==> src/rtl/program_loader.sv <==
// Byte-serial program loader: assembles FIFO bytes MSB-first into words and writes them to instruction memory.
// Optional macro PROGRAM_LOADER_CHECKSUM_EN adds a trailing XOR checksum byte after the halt word.
module program_loader #(
    parameter int                 NB_DATA   = 32,
    parameter int                 NB_BYTE   = 8,
    parameter int                 NB_ADDR   = 8,
    parameter logic [NB_DATA-1:0] HALT_WORD = '1
) (
    input  logic               clock,
    input  logic               reset,
    input  logic [NB_BYTE-1:0] din,
    input  logic               empty,
    output logic               rd_o,
    input  logic               clear_i,
    output logic               wr_en_o,
    output logic [NB_ADDR-1:0] wr_addr_o,
    output logic [NB_DATA-1:0] wr_data_o,
    output logic               done_o,
    output logic               overflow_o,
    output logic               err_o
);

    localparam int NBYTES = NB_DATA / NB_BYTE;
    localparam int CW     = $clog2(NBYTES + 1);
    localparam logic [NB_ADDR-1:0] ADDR_MAX = '1;

    typedef enum logic [2:0] {
        IDLE,
        POP,
        GAP,
        WRITE,
`ifdef PROGRAM_LOADER_CHECKSUM_EN
        CHECK,
`endif
        DONE
    } state_t;

    state_t             state_q, state_d;
    logic [NB_DATA-1:0] word_q, word_d;
    logic [NB_ADDR-1:0] addr_q, addr_d;
    logic [CW-1:0]      cnt_q, cnt_d;
    logic               ovf_q, ovf_d;
`ifdef PROGRAM_LOADER_CHECKSUM_EN
    logic [NB_BYTE-1:0] csum_q, csum_d;
    logic [NB_BYTE-1:0] chk_q, chk_d;
    logic               chkPend_q, chkPend_d;
    logic               err_q, err_d;
`endif

    always_ff @(posedge clock or posedge reset) begin
        if (reset) begin
            state_q   <= IDLE;
            word_q    <= '0;
            addr_q    <= '0;
            cnt_q     <= '0;
            ovf_q     <= 1'b0;
`ifdef PROGRAM_LOADER_CHECKSUM_EN
            csum_q    <= '0;
            chk_q     <= '0;
            chkPend_q <= 1'b0;
            err_q     <= 1'b0;
`endif
        end else begin
            state_q   <= state_d;
            word_q    <= word_d;
            addr_q    <= addr_d;
            cnt_q     <= cnt_d;
            ovf_q     <= ovf_d;
`ifdef PROGRAM_LOADER_CHECKSUM_EN
            csum_q    <= csum_d;
            chk_q     <= chk_d;
            chkPend_q <= chkPend_d;
            err_q     <= err_d;
`endif
        end
    end

    always_comb begin
        state_d   = state_q;
        word_d    = word_q;
        addr_d    = addr_q;
        cnt_d     = cnt_q;
        ovf_d     = ovf_q;
`ifdef PROGRAM_LOADER_CHECKSUM_EN
        csum_d    = csum_q;
        chk_d     = chk_q;
        chkPend_d = chkPend_q;
        err_d     = err_q;
`endif
        case (state_q)
            IDLE: begin
                if (!empty) begin
                    word_d  = (word_q << NB_BYTE) | NB_DATA'(din);
                    cnt_d   = cnt_q + CW'(1);
`ifdef PROGRAM_LOADER_CHECKSUM_EN
                    csum_d  = csum_q ^ din;
`endif
                    state_d = POP;
                end
            end
            POP: state_d = GAP;
            GAP: begin
`ifdef PROGRAM_LOADER_CHECKSUM_EN
                // The checksum byte rides the normal pop handshake; it is judged once popped.
                if (chkPend_q) begin
                    err_d   = (chk_q != csum_q);
                    state_d = DONE;
                end else
`endif
                if (cnt_q == CW'(NBYTES)) state_d = WRITE;
                else                      state_d = IDLE;
            end
            WRITE: begin
                cnt_d = '0;
                if (word_q == HALT_WORD) begin
                    addr_d = (addr_q == ADDR_MAX) ? addr_q : addr_q + NB_ADDR'(1);
`ifdef PROGRAM_LOADER_CHECKSUM_EN
                    state_d = CHECK;
`else
                    state_d = DONE;
`endif
                end else if (addr_q == ADDR_MAX) begin
                    ovf_d   = 1'b1;
                    state_d = DONE;
                end else begin
                    addr_d  = addr_q + NB_ADDR'(1);
                    state_d = IDLE;
                end
            end
`ifdef PROGRAM_LOADER_CHECKSUM_EN
            CHECK: begin
                if (!empty) begin
                    chk_d     = din;
                    chkPend_d = 1'b1;
                    state_d   = POP;
                end
            end
`endif
            DONE: begin
                if (clear_i) begin
                    addr_d    = '0;
                    cnt_d     = '0;
                    ovf_d     = 1'b0;
`ifdef PROGRAM_LOADER_CHECKSUM_EN
                    csum_d    = '0;
                    chkPend_d = 1'b0;
                    err_d     = 1'b0;
`endif
                    state_d   = IDLE;
                end
            end
            default: state_d = IDLE;
        endcase
    end

    assign rd_o       = (state_q == POP);
    assign wr_en_o    = (state_q == WRITE);
    assign wr_addr_o  = addr_q;
    assign wr_data_o  = word_q;
    assign done_o     = (state_q == DONE);
    assign overflow_o = ovf_q;
`ifdef PROGRAM_LOADER_CHECKSUM_EN
    assign err_o      = err_q;
`else
    assign err_o      = 1'b0;
`endif

endmodule
==> config.mk <==
export PLATFORM = sky130hd
export DESIGN_NAME = program_loader
export DESIGN_NICKNAME = d
export VERILOG_FILES = /design/src/rtl/program_loader.sv
export SDC_FILE = /design/constraint.sdc
export NUM_CORES = 1
export LEC_CHECK = 0
export BUFFER_PORTS_ARGS = -buffer_cell sky130_fd_sc_hd__buf_2
export CAP_MARGIN = 25
export CELL_PAD_IN_SITES_DETAIL_PLACEMENT = 1
export CELL_PAD_IN_SITES_GLOBAL_PLACEMENT = 1
export CORE_MARGIN = 2
export CORE_UTILIZATION = 38
export CTS_CLUSTER_DIAMETER = 60
export DETAILED_ROUTE_END_ITERATION = 16
export PLACE_DENSITY_LB_ADDON = 0.2
export SLEW_MARGIN = 20
export SYNTH_ARGS = -nofsm -noshare
export SYNTH_HDL_FRONTEND = slang
export SYNTH_SLANG_ARGS = --single-unit
==> constraint.sdc <==
create_clock -name clock -period 1.65 [get_ports clock]
set_clock_uncertainty 0.05 [all_clocks]
set_input_delay 0.165 -clock clock [delete_from_list [all_inputs] [get_ports clock]]
set_output_delay 0.165 -clock clock [all_outputs]
set_load 0.05 [all_outputs]
; Yosys cells after proc, flatten, opt, wreduce, memory -nomap -nowiden
; Cells that the tools add are included.
; Widths: inputs -> output; s select.
[totals]
regBits = 47
[classes]
addsub = 2
bitwise_logic = 2
reduce_logical = 8
muxes = 15
eq_ne = 12
[ops]
columns = op, count
row1 = $eq 32x32->1 const B, 1
row2 = $or 32x8->32, 1
row3 = $mux 8, 2
row4 = $pmux 8 s2, 1
row5 = $mux 3, 5
row6 = $pmux 3 s5, 1
row7 = $pmux 3 s3, 1
row8 = $add 8x1->8 const B, 1
row9 = $eq 8x8->1 const B, 1
row10 = $ne 2x2->1 const B, 4
row11 = $eq 3x2->1 const B, 2
row12 = $eq 3x3->1 const B, 2
row13 = $reduce_and 3->1, 2
row14 = $reduce_and 2->1, 2
row15 = $reduce_and 4->1, 1
row16 = $add 3x1->3 const B, 1
row17 = $eq 3x1->1 const B, 1
row18 = $logic_not 3->1, 1
row19 = $mux 1, 3
row20 = $reduce_bool 3->1, 1
row21 = $mux 2, 1
row22 = $ne 2x1->1 const B, 1
row23 = $pmux 1 s2, 1
row24 = $reduce_bool 2->1, 1
row25 = $not 1->1, 1

; Depth between registers and ports, before layout
[logic_depth]
word_depth = 4
depth_mapped = 7
mapped_depth_nobuf = 5

; Worst setup path after synthesis
; OpenSTA, ideal clock, no wires.
[synth_path]
path_kind = register to register
startpoint = register addr_q[0] (netlist: wr_addr_o[0])
endpoint = register addr_q[2] (netlist: wr_addr_o[2])
setup_time_ns = 0.099
stages_incl_launch_ff = 7
t_arrival_ns = 1.683
path_buffers = 1
setup_slack_ns = -0.182
required_time_ns = 1.501
path_cell_list = dfrtp_1 > ha_1 > nand3_1 > o21ai_1 > buf_2 > inv_1 > a311oi_1
[synth_via]
elab_chain_len = 3
word_cells_on_any_way = 6
cone_classes = add/sub: 1 / eq/ne: 2 / mux: 2 / reduce/logical: 1
[synth_lines]
columns = element, line_no
row1 = start: declaration, 40  ; logic [NB_ADDR-1:0] addr_q, addr_d;
row2 = start signal: assignment, 66  ; addr_q <= addr_d;
row3 = $add 8x1->8 or $eq 8x8->1 (tied branches), "116, 126, 122"
row4 = $mux 8 or $ne 2x2->1 (tied branches), --
row5 = $pmux 8 s2 or $reduce_and 3->1 (tied branches), --
; Parallel ways exist; a longest one is shown, timed or not. The select of a mux whose other input is x is not followed.
; A chain may end at the register's enable or synchronous reset.

; Worst setup path in the final report
[layout_path]
startpoint = register state_q[1]
endpoint = output done_o
[layout_via]
elab_chain_len = 1
[layout_lines]
columns = element, line_no
row1 = start: declaration, 38  ; state_t state_q, state_d;
row2 = start signal: assignment, 64  ; state_q <= state_d;
row3 = $eq 3x3->1, 160  ; assign done_o = (state_q == DONE);
row4 = end: declaration, 18  ; output logic done_o,
; No other way between the ends.

==> key figures <==
Synth
  • Count of cell types in the netlist: 37
  • YS warnings: 0
  • Mapped Cells: 237
  • Syn Area/Cell: 8.875 um2
  • Post-synthesis sequential area ratio: 0.5592
  • Number of synthesized register bits: 47
  • Cell Area, Synth: 0.002103 mm2
  • Syn nets: 252

Clocking
  • TritonCTS clock tree: yes
  • Root buffer cell: clkbuf_8
  • Worst-path clk slew: 0.09 ns
  • TritonCTS Buffers: 5
  • Clock buffer depth: 2
  • Worst-Skew Late Latency: 0.30 ns
  • Total clock sinks: 47
  • CTS H-tree depth: 2

Placed design
  • DP HPWL: 3961 um
  • Post-placement cell area: 0.002576 mm2
  • IO Port Bufs: 55
  • GP Congestion: 0.7978

Worst setup path
  • Required time worst endpoint: 1.43 ns
  • Worst Reg2Reg Path Length in Cells: 5
  • CP arrival: 1.38 ns
  • CP startpoint kind: flop
  • Worst-path fanout max: 6
  • Crit Path Class: flop to output port
  • CP endpoint kind: output port

Floorplan
  • Die width: 78.40 um
  • Die footprint: 0.006146 mm2
  • Core Area: 0.005439 mm2
  • Io pins: 57
  • Die Ht: 78.40 um
  • Row count: 27
  • Initial Util: 0.3867

Drt
  • Via density: 5.018
  • Residual DRC count: 0
  • Vias: 1942
  • Detail Route Antenna Nets: 0
  • Drt pass-1 iters: 4
  • Post-Route WL: 5697 um
  • Drt initial violations: 64
  • WL/cell: 14.72 um

Pwr
  • Maximum vdd drop: 0.9256 mV
  • Power per Cell Area: 2341 mW/mm2
  • Total power: 6.625 mW
  • Leakage power: 1.495 nW

Global route
  • Largest net degree at the start of global routing: 34
  • Total grt overflow: 0
  • First-pass GRT wire length: 9349 um
  • Vias in the first global route: 1974
  • Initial antenna violation count: 0
  • GRT Util Overall: 0.1933

STA
  • Unrepaired setup endpoints after global routing: false
  • Hold Vio Cnt, Final: 0
  • Period utilisation layout: 0.9672
  • Setup_tns: 0 ns
  • Min Tclk post-route: 1.596 ns
  • Fmax: 626.6 MHz
  • Final slew viol count: 0
  • Final setup viols: 0

Finish
  • Most frequent cells in the layout: nand2_1, buf_2, dfrtp_1
  • Most common cell after layout, fill and taps aside: nand2_1
  • Fin area: 0.002830 mm2
  • Area Overhead vs Synth: 34.56%
  • Share of layout cells above drive strength 1: 0.3175
  • Final #Nets: 329
  • Total of fill cells in the finished design: 686
  • Ant diodes: 0

Worst hold path
  • Hold crit path type: input pin to flop
  • Hold depth: 3

Flow run
  • Max_cap viols: 0

Run status
  • Status: finished, final reports clean
## layer usage
metal | up-vias | share of wire | track usage
met2 | 51 | 0.47 | 0.3086
met3 | 10 | 0.045 | 0.04713
met1 | 943 | 0.46 | 0.2558
met4 | 0 | 0.018 | 0.07193
li1 | 938 | - | -
met5 | - | 0 | 0
## cell type report
type / instances / area [um2] / share of cell area
Inverter: 8 / 35.03 / 0.01238
Clock buffer: 5 / 68.82 / 0.02431
Timing Repair Buffer: 80 / 534.3 / 0.1888
Tap cell: 72 / 90.09 / 0.03183
Sequential cell: 47 / 1184 / 0.4182
Multi-Input combinational cell: 172 / 874.6 / 0.3090
Clock inverter: 3 / 43.79 / 0.01547
## logic make-up (layout without fill, tap and decap cells)
kind of cell    after synthesis  after routing  share of synthesized area
flops                        47             47                     0.5592
simple gates                146            146                     0.3064
mux                           3              3                    0.01428
fa+ha+maj                     3              3                    0.01785
buf+inv                      18             96                    0.03985
other cells                   1              1                   0.001783
compound gates               19             19                    0.06068
## cell usage after synthesis (all sizes together)
master | n | share of area
nand2 | 104 | 0.19
dfrtp | 47 | 0.56
nand3 | 9 | 0.021
nand4 | 9 | 0.027
nor2 | 9 | 0.016
inv | 8 | 0.015
buf | 7 | 0.019
o21ai | 5 | 0.012
a21oi | 3 | 0.0071
clkbuf | 3 | 0.0054
ha | 3 | 0.018
mux2i | 3 | 0.014
nor3 | 3 | 0.0071
nor4 | 3 | 0.012
and2 | 2 | 0.0059
nand2b | 2 | 0.0059
o211ai | 2 | 0.0071
a22oi | 1 | 0.0036
a2bb2oi | 1 | 0.0042
a311oi | 1 | 0.0042
a31oi | 1 | 0.0030
a32o | 1 | 0.0048
conb | 1 | 0.0018
nand3b | 1 | 0.0095
nand4b | 1 | 0.0042
nor4b | 1 | 0.0042
o22ai | 1 | 0.0030
o311ai | 1 | 0.0042
o31ai | 1 | 0.0036
o41ai | 1 | 0.0042
or3b | 1 | 0.0042
or4 | 1 | 0.0036
## critical path, cell delays in order, from the launching register on
cell,delay (ns)
dfrtp_1,0.40
or3b_4,0.43
inv_4,0.10
buf_8,0.15
## sequential cells by signal (all words and copies together) (netlist names)
signal	count
cnt_q	3
overflow_o	1
state_q	3
wr_addr_o	8
wr_data_o	32
## path summary, 6_finish.rpt
kind | to | slack, ns | start
setup / recovery | done_o | 0.05 | state_q[1]$_DFFE_PP0P_
hold / removal | wr_data_o[2]$_DFFE_PP0P_ | 0.005 | din[2]
setup reg to reg | wr_addr_o[4]$_DFFE_PP0P_ | 0.11 | wr_addr_o[0]$_DFFE_PP0P_
hold reg to reg | wr_data_o[24]$_DFFE_PP0P_ | 0.45 | wr_data_o[24]$_DFFE_PP0P_
max in group asynchronous | wr_data_o[31]$_DFFE_PP0P_ | 0.69 | reset
min in group asynchronous | wr_addr_o[7]$_DFFE_PP0P_ | 0.36 | reset
## stage by stage
step                      instances  utilization  setup slack [ns]  hold slack, ns
final                           387       0.5204           0.05420        0.004952
after floorplan                 237            -         -0.001093          0.2204
after detailed placement        369       0.4737           0.05140          0.1510
after global routing            387       0.5204          0.005528        0.007560
after global placement          369       0.4737           0.01839          0.1443
after CTS                       383       0.5066           0.01409        0.001710
## where the power goes
| group | switching [mW] | internal [mW] | leakage (nW) | total (mW) |
|---|---|---|---|---|
| logic | 2.63 | 0.934 | 0.855 | 3.56 |
| registers | 0.524 | 1.68 | 0.582 | 2.20 |
| clock network | 0.407 | 0.452 | 0.0581 | 0.858 |
| total | 3.56 | 3.06 | 1.50 | 6.63 |
## timing repair
| item | 4_1_cts | 5_1_grt |
|---|---|---|
| pin swaps | 0 | 2 |
| gates cloned | 0 | 1 |
| hold endpoints to repair | 22 | 0 |
| hold buffers | 5 | 0 |
| setup buffers | 1 | 3 |
| resized for setup | 3 | 9 |
| setup endpoints to repair | 1 | 10 |
Note: power is estimated with default switching activity, not from simulation.
